**config.mk**
```make
export PLATFORM = sky130hd
export DESIGN_NAME = alien_drawer
export DESIGN_NICKNAME = d
export VERILOG_FILES = /design/src/rtl/space_invaders_pkg.sv /design/src/rtl/sprite_scan_counter.sv /design/src/rtl/alien_drawer.sv
export SDC_FILE = /design/constraint.sdc
export NUM_CORES = 1
export LEC_CHECK = 0
export ABC_CLOCK_PERIOD_IN_PS = 3940
export CAP_MARGIN = 10
export CORE_MARGIN = 2
export CORE_UTILIZATION = 40
export CTS_CLUSTER_DIAMETER = 120
export DETAILED_ROUTE_END_ITERATION = 8
export PLACE_DENSITY_LB_ADDON = 0.15
export SLEW_MARGIN = 15
export SYNTH_ARGS = -nofsm -noshare
export SYNTH_HDL_FRONTEND = slang
export SYNTH_SLANG_ARGS = --single-unit
```
**constraint.sdc**
```tcl
create_clock -name clk -period 3.94 [get_ports clk]
set_clock_uncertainty 0.2 [all_clocks]
set_input_delay 0.394 -clock clk [delete_from_list [all_inputs] [get_ports clk]]
set_output_delay 0.394 -clock clk [all_outputs]
set_load 0.02 [all_outputs]
```
**src/rtl/space_invaders_pkg.sv**
```systemverilog
// Shared constants for the space-invaders display path: screen limits, colours,
// the alien sprite bitmap and the alien drawer state encoding.
// Ports: none (package).
package space_invaders_pkg;

  localparam int SCREEN_WIDTH  = 160;
  localparam int SCREEN_HEIGHT = 120;

  localparam logic [2:0] COLOUR_ALIEN = 3'b010;
  localparam logic [2:0] COLOUR_BLACK = 3'b000;

  // Element 0 is the top row; within a row bit 7 is the leftmost column.
  localparam logic [0:7][7:0] SPRITE_ALIEN = {
    8'h18, 8'h3C, 8'h7E, 8'hDB, 8'hFF, 8'h24, 8'h5A, 8'hA5
  };

  typedef enum logic [1:0] {
    ST_IDLE  = 2'd0,
    ST_ERASE = 2'd1,
    ST_DRAW  = 2'd2,
    ST_DONE  = 2'd3
  } drawer_state_t;

  // Sprite bit at (row, col), col 0 being the leftmost pixel.
  function automatic logic sprite_pixel(input logic [2:0] row, input logic [2:0] col);
    return SPRITE_ALIEN[row][3'd7 - col];
  endfunction

endpackage

```
**src/rtl/sprite_scan_counter.sv**
```systemverilog
// Raster counter over a sprite box: col is the inner index, row the outer one.
// Ports: clk/reset_n (sync, active-low), clear (priority), enable (advance),
//        col/row (current position), last (high on the final box position).
module sprite_scan_counter
  import space_invaders_pkg::*;
#(
  parameter int COLS = 8,
  parameter int ROWS = 8
) (
  input  logic       clk,
  input  logic       reset_n,
  input  logic       clear,
  input  logic       enable,
  output logic [2:0] col,
  output logic [2:0] row,
  output logic       last
);

  localparam logic [2:0] COL_MAX = 3'(COLS - 1);
  localparam logic [2:0] ROW_MAX = 3'(ROWS - 1);

  assign last = (col == COL_MAX) && (row == ROW_MAX);

  // Advancing from the last position wraps both indices to zero, so the next
  // scan phase starts from the top-left corner without an explicit clear.
  always_ff @(posedge clk) begin
    if (!reset_n || clear) begin
      col <= 3'd0;
      row <= 3'd0;
    end else if (enable) begin
      if (col == COL_MAX) begin
        col <= 3'd0;
        row <= (row == ROW_MAX) ? 3'd0 : row + 3'd1;
      end else begin
        col <= col + 3'd1;
      end
    end
  end

endmodule

```
**src/rtl/alien_drawer.sv**
```systemverilog
// Redraws one alien: erases the previous 8x8 box, then plots the sprite at the
// new position, one pixel per clock onto the 160x120 VGA plot bus.
// Ports: update/x_pos/y_pos/alive (request, sampled only when idle),
//        vga_x/vga_y/vga_colour/vga_plot (registered pixel), busy, done (pulse).
module alien_drawer
  import space_invaders_pkg::*;
#(
  parameter int         SPRITE_W  = 8,
  parameter int         SPRITE_H  = 8,
  parameter logic [2:0] FG_COLOUR = COLOUR_ALIEN,
  parameter logic [2:0] BG_COLOUR = COLOUR_BLACK,
  parameter int         SCREEN_W  = SCREEN_WIDTH,
  parameter int         SCREEN_H  = SCREEN_HEIGHT
) (
  input  logic       clk,
  input  logic       reset_n,
  input  logic       update,
  input  logic [7:0] x_pos,
  input  logic [6:0] y_pos,
  input  logic       alive,
  output logic [7:0] vga_x,
  output logic [6:0] vga_y,
  output logic [2:0] vga_colour,
  output logic       vga_plot,
  output logic       busy,
  output logic       done
);

  localparam logic [8:0] X_LIMIT = 9'(SCREEN_W);
  localparam logic [7:0] Y_LIMIT = 8'(SCREEN_H);

  drawer_state_t state, state_nxt;

  logic [7:0] new_x, old_x;
  logic [6:0] new_y, old_y;
  logic       new_alive, old_valid;

  logic       accept;
  logic       cnt_en;
  logic       cnt_last;
  logic [2:0] col, row;

  logic [7:0] base_x;
  logic [6:0] base_y;
  logic [8:0] sum_x;
  logic [7:0] sum_y;
  logic       on_screen;
  logic       plot_nxt;
  logic [2:0] colour_nxt;

  assign accept = (state == ST_IDLE) && update;
  assign cnt_en = (state == ST_ERASE) || (state == ST_DRAW);

  sprite_scan_counter #(
    .COLS(SPRITE_W),
    .ROWS(SPRITE_H)
  ) u_scan (
    .clk    (clk),
    .reset_n(reset_n),
    .clear  (accept),
    .enable (cnt_en),
    .col    (col),
    .row    (row),
    .last   (cnt_last)
  );

  always_comb begin
    state_nxt = state;
    unique case (state)
      ST_IDLE:  if (update)   state_nxt = old_valid ? ST_ERASE : ST_DRAW;
      ST_ERASE: if (cnt_last) state_nxt = ST_DRAW;
      ST_DRAW:  if (cnt_last) state_nxt = ST_DONE;
      ST_DONE:                state_nxt = ST_IDLE;
      default:                state_nxt = ST_IDLE;
    endcase
  end

  // Sums are widened by one bit so positions near the right/bottom edge clip
  // instead of wrapping back onto the left/top of the screen.
  always_comb begin
    base_x     = (state == ST_ERASE) ? old_x : new_x;
    base_y     = (state == ST_ERASE) ? old_y : new_y;
    sum_x      = {1'b0, base_x} + {6'd0, col};
    sum_y      = {1'b0, base_y} + {5'd0, row};
    on_screen  = (sum_x < X_LIMIT) && (sum_y < Y_LIMIT);
    colour_nxt = (state == ST_DRAW) ? FG_COLOUR : BG_COLOUR;
    plot_nxt   = 1'b0;
    if (state == ST_ERASE)
      plot_nxt = on_screen;
    else if (state == ST_DRAW)
      plot_nxt = on_screen && new_alive && sprite_pixel(row, col);
  end

  always_ff @(posedge clk) begin
    if (!reset_n) begin
      state      <= ST_IDLE;
      new_x      <= 8'd0;
      new_y      <= 7'd0;
      new_alive  <= 1'b0;
      old_x      <= 8'd0;
      old_y      <= 7'd0;
      old_valid  <= 1'b0;
      vga_x      <= 8'd0;
      vga_y      <= 7'd0;
      vga_colour <= BG_COLOUR;
      vga_plot   <= 1'b0;
      busy       <= 1'b0;
      done       <= 1'b0;
    end else begin
      state <= state_nxt;
      if (accept) begin
        new_x     <= x_pos;
        new_y     <= y_pos;
        new_alive <= alive;
      end
      // A dead alien leaves old_valid low so its box is never erased again.
      if (state == ST_DONE) begin
        old_x     <= new_x;
        old_y     <= new_y;
        old_valid <= new_alive;
      end
      vga_x      <= sum_x[7:0];
      vga_y      <= sum_y[6:0];
      vga_colour <= colour_nxt;
      vga_plot   <= plot_nxt;
      done       <= (state == ST_DONE);
      // Outputs lag the state by one cycle; busy is aligned to them so it
      // stays high up to and including the done pulse.
      busy       <= (state_nxt != ST_IDLE) || (state == ST_DONE);
    end
  end

endmodule

```
== Yosys cells after proc, flatten, opt, wreduce, memory -nomap -nowiden ==
Memory sizes are Yosys's and may differ from the RTL's.
Index checks and enable logic that the tools add are counted.

* Bits in read-only memories: 64
* Memories: 1
* Input bits: 19
* Output and inout port bits: 21
* Flip-flop bits (word level): 61

* Add/sub/neg operators: 5
* Equal/unequal tests: 5
* Multiplexer cells: 16
* Order comparisons: 4
* Bitwise operators: 1
* Reduce and logical (&&, ||, !) cells: 12

{| class="wikitable"
|+ Memories
! memory !! depth !! width !! read ports !! clocked after Yosys merged registers in !! write ports !! RTL line !! source
|-
| (name not given) || 8 || 8 || 1 || 0 || 0 || space_invaders_pkg.sv:26 || <nowiki>return SPRITE_ALIEN[row][3'd7 - col];</nowiki>
|}

{| class="wikitable"
|+ Operators with widths
! operator !! number
|-
| 2-to-1 mux 8 bit || 3
|-
| 2-to-1 mux 2 bit || 5
|-
| adder 8 x 3 -> 9 bit || 1
|-
| less-than comparator 9 x 8 -> 1 bit, second input constant || 1
|-
| adder 7 x 3 -> 8 bit || 1
|-
| less-than comparator 8 x 7 -> 1 bit, second input constant || 1
|-
| case mux 2 bit (4 select lines) || 1
|-
| 2-to-1 mux 7 bit || 1
|-
| adder 3 x 1 -> 3 bit, second input constant || 2
|-
| == test 3 bit, second input constant || 2
|-
| 2-to-1 mux 3 bit || 2
|-
| logical AND 1 bit || 5
|-
| == test 2 bit, second input constant || 2
|-
| greater-or-equal comparator 4 bit, second input constant || 1
|-
| less-than comparator 3 x 4 -> 1 bit, second input constant || 1
|-
| inverter 3 -> 4 bit || 1
|-
| binary-select mux 1 bit (select 3 bit) || 1
|-
| logical OR 1 bit || 3
|-
| 2-to-1 mux 1 bit || 3
|-
| subtractor 3 bit, first input constant || 1
|-
| == test 2 x 1 -> 1 bit, second input constant || 1
|-
| zero test 2 bit || 1
|-
| AND reduction 2 bit || 1
|-
| nonzero test 2 bit || 1
|-
| zero test 1 bit || 1
|}

== Logic depth before layout (Yosys ltp) ==
* Depth in word-level cells: 9
* Depth in mapped cells: 12
* Depth with buffers taken out: 10

== Modules after synthesis ==
Synthesis repeated with hierarchy kept, for this count alone.

* Cell total of the unflattened synthesis: 311
* Area, all modules: 2907.8 µm²

{| class="wikitable"
|+ Modules (own cells, without submodules)
! module !! area each (µm²) !! sequential area each (µm²) !! times used !! cells each
|-
| alien_drawer || 2592.5 || 1061.0 || 1 || 282
|-
| sprite_scan_counter || 315.3 || 120.1 || 1 || 29
|}

== Worst setup path before layout ==
OpenSTA, ideal clock, no wires.

* Path type: reg-to-reg
* From: register state[1]
* To: register vga_plot
* Setup time: 0.103 ns
* Clock period less this slack: 2.955 ns
* Stages on the path, launching flop included: 13
* Slack: 0.985 ns
* Data required time: 3.637 ns
* Arrival: 2.651 ns
* Path buffers: 2
* Cell sequence: dfxtp_1 > inv_1 > ha_1 > buf_4 > buf_2 > mux2_2 > ha_1 > fa_1 > a21oi_1 > nor2_1 > nand3b_1 > a21oi_1 > a2111oi_2

* Longest elaborated chain between the ends: 9

{| class="wikitable"
|+ RTL lines
! item !! RTL line !! source
|-
| start, declared || alien_drawer.sv:32 || <nowiki>drawer_state_t state, state_nxt;</nowiki>
|-
| start signal, assigned || alien_drawer.sv:110 || <nowiki>state <= state_nxt;</nowiki>
|-
| == test 2 x 1 -> 1 bit || alien_drawer.sv:81, alien_drawer.sv:82, alien_drawer.sv:88 ||
|-
| 2-to-1 mux 8 bit / 2-to-1 mux 7 bit (equally long branches) || alien_drawer.sv:81, alien_drawer.sv:82 ||
|-
| adder 8 x 3 -> 9 bit / adder 7 x 3 -> 8 bit (equally long branches) || alien_drawer.sv:83, alien_drawer.sv:84 ||
|-
| less-than comparator 9 x 8 -> 1 bit / less-than comparator 8 x 7 -> 1 bit (equally long branches) || alien_drawer.sv:85 || <nowiki>on_screen = (sum_x < X_LIMIT) && (sum_y < Y_LIMIT);</nowiki>
|-
| logical AND 1 bit || alien_drawer.sv:85 ||
|-
| logical AND 1 bit (2 in series) || alien_drawer.sv:91 || <nowiki>plot_nxt = on_screen && new_alive && sprite_pixel(row, col);</nowiki>
|-
| 2-to-1 mux 1 bit || alien_drawer.sv:90 || <nowiki>else if (state == ST_DRAW)</nowiki>
|-
| 2-to-1 mux 1 bit (*) || alien_drawer.sv:88 || <nowiki>if (state == ST_ERASE)</nowiki>
|-
| end signal, assigned || alien_drawer.sv:125 || <nowiki>vga_plot <= plot_nxt;</nowiki>
|-
| end, declared || alien_drawer.sv:24 || <nowiki>output logic vga_plot,</nowiki>
|}

Mark *: on every way between the ends. The rest lies on a longest branch, timed or not.
A chain may end at the register's enable or synchronous reset.

== Worst setup path after layout ==
* From: register state[1]
* To: register vga_x[7]

* Longest elaborated chain between the ends: 3

{| class="wikitable"
|+ RTL lines
! item !! RTL line !! source
|-
| == test 2 x 1 -> 1 bit || alien_drawer.sv:81 || <nowiki>base_x = (state == ST_ERASE) ? old_x : new_x;</nowiki>
|-
| 2-to-1 mux 8 bit || alien_drawer.sv:81 ||
|-
| adder 8 x 3 -> 9 bit || alien_drawer.sv:83 || <nowiki>sum_x = {1'b0, base_x} + {6'd0, col};</nowiki>
|-
| end signal, assigned || alien_drawer.sv:122 || <nowiki>vga_x <= sum_x[7:0];</nowiki>
|-
| end, declared || alien_drawer.sv:21 || <nowiki>output logic [7:0] vga_x,</nowiki>
|}

Every way passes these cells.

==> results.json <==
{
  "outcome": "complete, no violations",
  "crit_path_frequent_cell": "ha_1",
  "cts_tree": "yes",
  "root_buffer": "clkbuf_8",
  "fin_crit_sh_pct": 78.8,
  "power_density_nw_per_um2": 515,
  "vdd_drop_max_mv": 0.235,
  "place.gp.congestion": 0.883,
  "multi_input_area_um2": 1690,
  "cellLeakagePower_nw": 1.43,
  "worstPathCellList": "inv_1 -> ha_1 -> buf_4 -> mux2_2 -> ha_1 -> a21oi_1 -> a22oi_2 -> nand2_1 -> or3_1 -> and3_1",
  "diodes": 0,
  "tightestPinTransition_ns": 1.06,
  "vias_per_cell": 4.91,
  "fin_crit_ns": 3.10,
  "path_delay_family": "adder cells",
  "cts_buffer_depth": 2,
  "place_area_um2": 3410,
  "slew_viol_final": 0,
  "die_y_um": 90.3,
  "cts.sinks": 59,
  "regArea_um2": 1180,
  "yosysMostFrequentCell": "dfxtp_1",
  "async_flop_share_pct": 0,
  "drive_gt1_share_pct": 9.32,
  "final_util_pct": 50.1,
  "stdcell_area_um2": 3640,
  "fillers": 731,
  "grt_pass1_wl_mm": 10.5,
  "routed-wl-met3_um": 229,
  "top_layer_used": "met4",
  "finalNetCount": 390,
  "netlist_top_cells_area": "dfxtp_1, mux2i_1, ha_1",
  "max_stage_delay_ns": 0.40,
  "synth_top_area_share_pct": 39.6,
  "cp_num_buf_inv": 2,
  "dr_wl_met2_mm": 2.68,
  "grt_setup_unrepaired": "false",
  "avgSynthCellArea_um2": 9.49,
  "die-area_um2": 8160,
  "setup_violations": 0,
  "post-cts-setup-buffer-count": 0,
  "core_um2": 7250,
  "drc": 0,
  "required_ns": 3.99,
  "yosysTopAreaCell": "dfxtp_1",
  "met1Wirelength_mm": 3.15,
  "area_growth_pct": 22.0,
  "ff2ff_setup_slack_ns": 0.84,
  "cts_resized": 0,
  "synth-seq-cells": 59,
  "vias": 2224,
  "grt_overflow": 0,
  "cts_hold_buf": 0,
  "crit_type": "reg -> reg",
  "crit_fanout": 15,
  "htree_num_levels": 3,
  "clk_pin_slew_worst_paths_ns": 0.07,
  "grt_pass1_vias": 2137,
  "grt_util_all_layers_pct": 16.3,
  "io_pins": 40,
  "post_drt_wl_per_cell_um": 13.7,
  "synth.distinct_cells": 49,
  "end_kind": "flop",
  "max_freq_ghz": 0.322,
  "synth_ff_type": "dfxtp_1",
  "core.rowCount": 31,
  "slew_headroom_pct": 29.6,
  "synth-edff-count": 0,
  "dp.final_hpwl_mm": 4.23,
  "setup_tns_ns": 0,
  "ys_warn_count": 0,
  "hold_violations": 0,
  "cp_slowest_cell": "ha_1",
  "ys_top_cells_by_count": "dfxtp_1, nand2_1, mux2i_1, ha_1, nor2b_1",
  "die-width_um": 90.3,
  "drt_iter0_markers": 41,
  "grt_start_max_net_pins": 23,
  "clk_latency_ns": 0.35,
  "setup_slack_ns": 0.837,
  "worstHoldPathType": "reg -> reg",
  "whs_ns": 0.286,
  "critPathArrivalTime_ns": 3.15,
  "netlist_instances": 314,
  "synth_area_um2": 2980,
  "port-buffer-count": 37,
  "cap_violations": 0,
  "drt_pre_antenna_iters": 4,
  "dp_slack_ns": 0.834,
  "startpoint_type": "flop",
  "ys_seq_area_share_pct": 39.6,
  "antenna_found_initial": 0,
  "ant_nets": 0,
  "finalWirelength_mm": 6.20,
  "start_util_pct": 41.1,
  "cts_made_buffers": 9
}
[registers in the layout (all words and copies together) (netlist names), 2 cells and up]
register    count
u_scan.col      3
vga_x           8
state           2
old_y           7
new_x           8
old_x           8
new_y           7
u_scan.row      3
vga_y           7
[worst register-to-register path: stages (launching register included)]
cell	delay (ns)
dfxtp_1	0.33
inv_1	0.15
ha_1	0.40
buf_4	0.30
mux2_2	0.38
ha_1	0.32
a21oi_1	0.10
a22oi_2	0.22
nand2_1	0.11
or3_1	0.34
and3_1	0.17
[layer usage]
layer | up-vias | GRT usage (%)
met2 | 40 | 24.2
met3 | 13 | 4.51
li1 | 1154 | -
met4 | 0 | 7.69
met1 | 1017 | 21.9
met5 | - | 0
[worst paths after layout]
path / end / cells past startpoint / from
hold / removal: new_y[0] / 2 / new_y[0]
hold reg to reg: new_y[0] / 2 / new_y[0]
setup reg to reg: vga_x[7] / 10 / state[1]
setup / recovery: vga_x[7] / 10 / state[1]
[cell type report]
type | instances | share of cell area, %
clock buffers | 11 | 4.16
flip-flops and latches | 59 | 32.5
well taps | 99 | 3.41
clock inverters | 4 | 2.03
inverters | 5 | 0.516
multi-input cells | 235 | 46.6
repair buffers | 40 | 10.8
[cell families after synthesis]
group	after synthesis	share of synthesized area [%]
buf+inv	21	3.65
flops	59	39.6
compound gates	53	12.8
mux	34	11.9
fa+ha+maj	21	9.32
xor+xnor	8	2.35
other cells	1	0.126
simple gates	117	20.2
[placed cells by master, fill, tap and decap left out, types with 4 or more instances in the layout]
master / n
a21boi_0: 16
a21oi_1: 15
and2_1: 15
and3_1: 5
clkbuf_8: 11
clkdlybuf4s50_1: 37
dfxtp_1: 59
ha_1: 19
inv_1: 5
mux2_2: 8
mux2i_1: 25
nand2_1: 42
nand3_1: 5
nand3b_1: 4
nor2_1: 12
nor2b_1: 17
xnor2_1: 5
[power by group]
part	switching [W]	internal, W	leakage (nW)
Combinational	0.000278	0.000232	0.834
Sequential	0.0000595	0.000671	0.480
Clock	0.000247	0.000387	0.115
[metrics by stage]
step / cells / power, W
after CTS: 453 / 0.00189
after global routing: 453 / 0.00198
after floorplan: 315 / 0.00109
after global placement: 438 / 0.00125
after detailed placement: 438 / 0.00126
final: 453 / 0.00187
No activity file was read; power rests on OpenSTA's default activity.
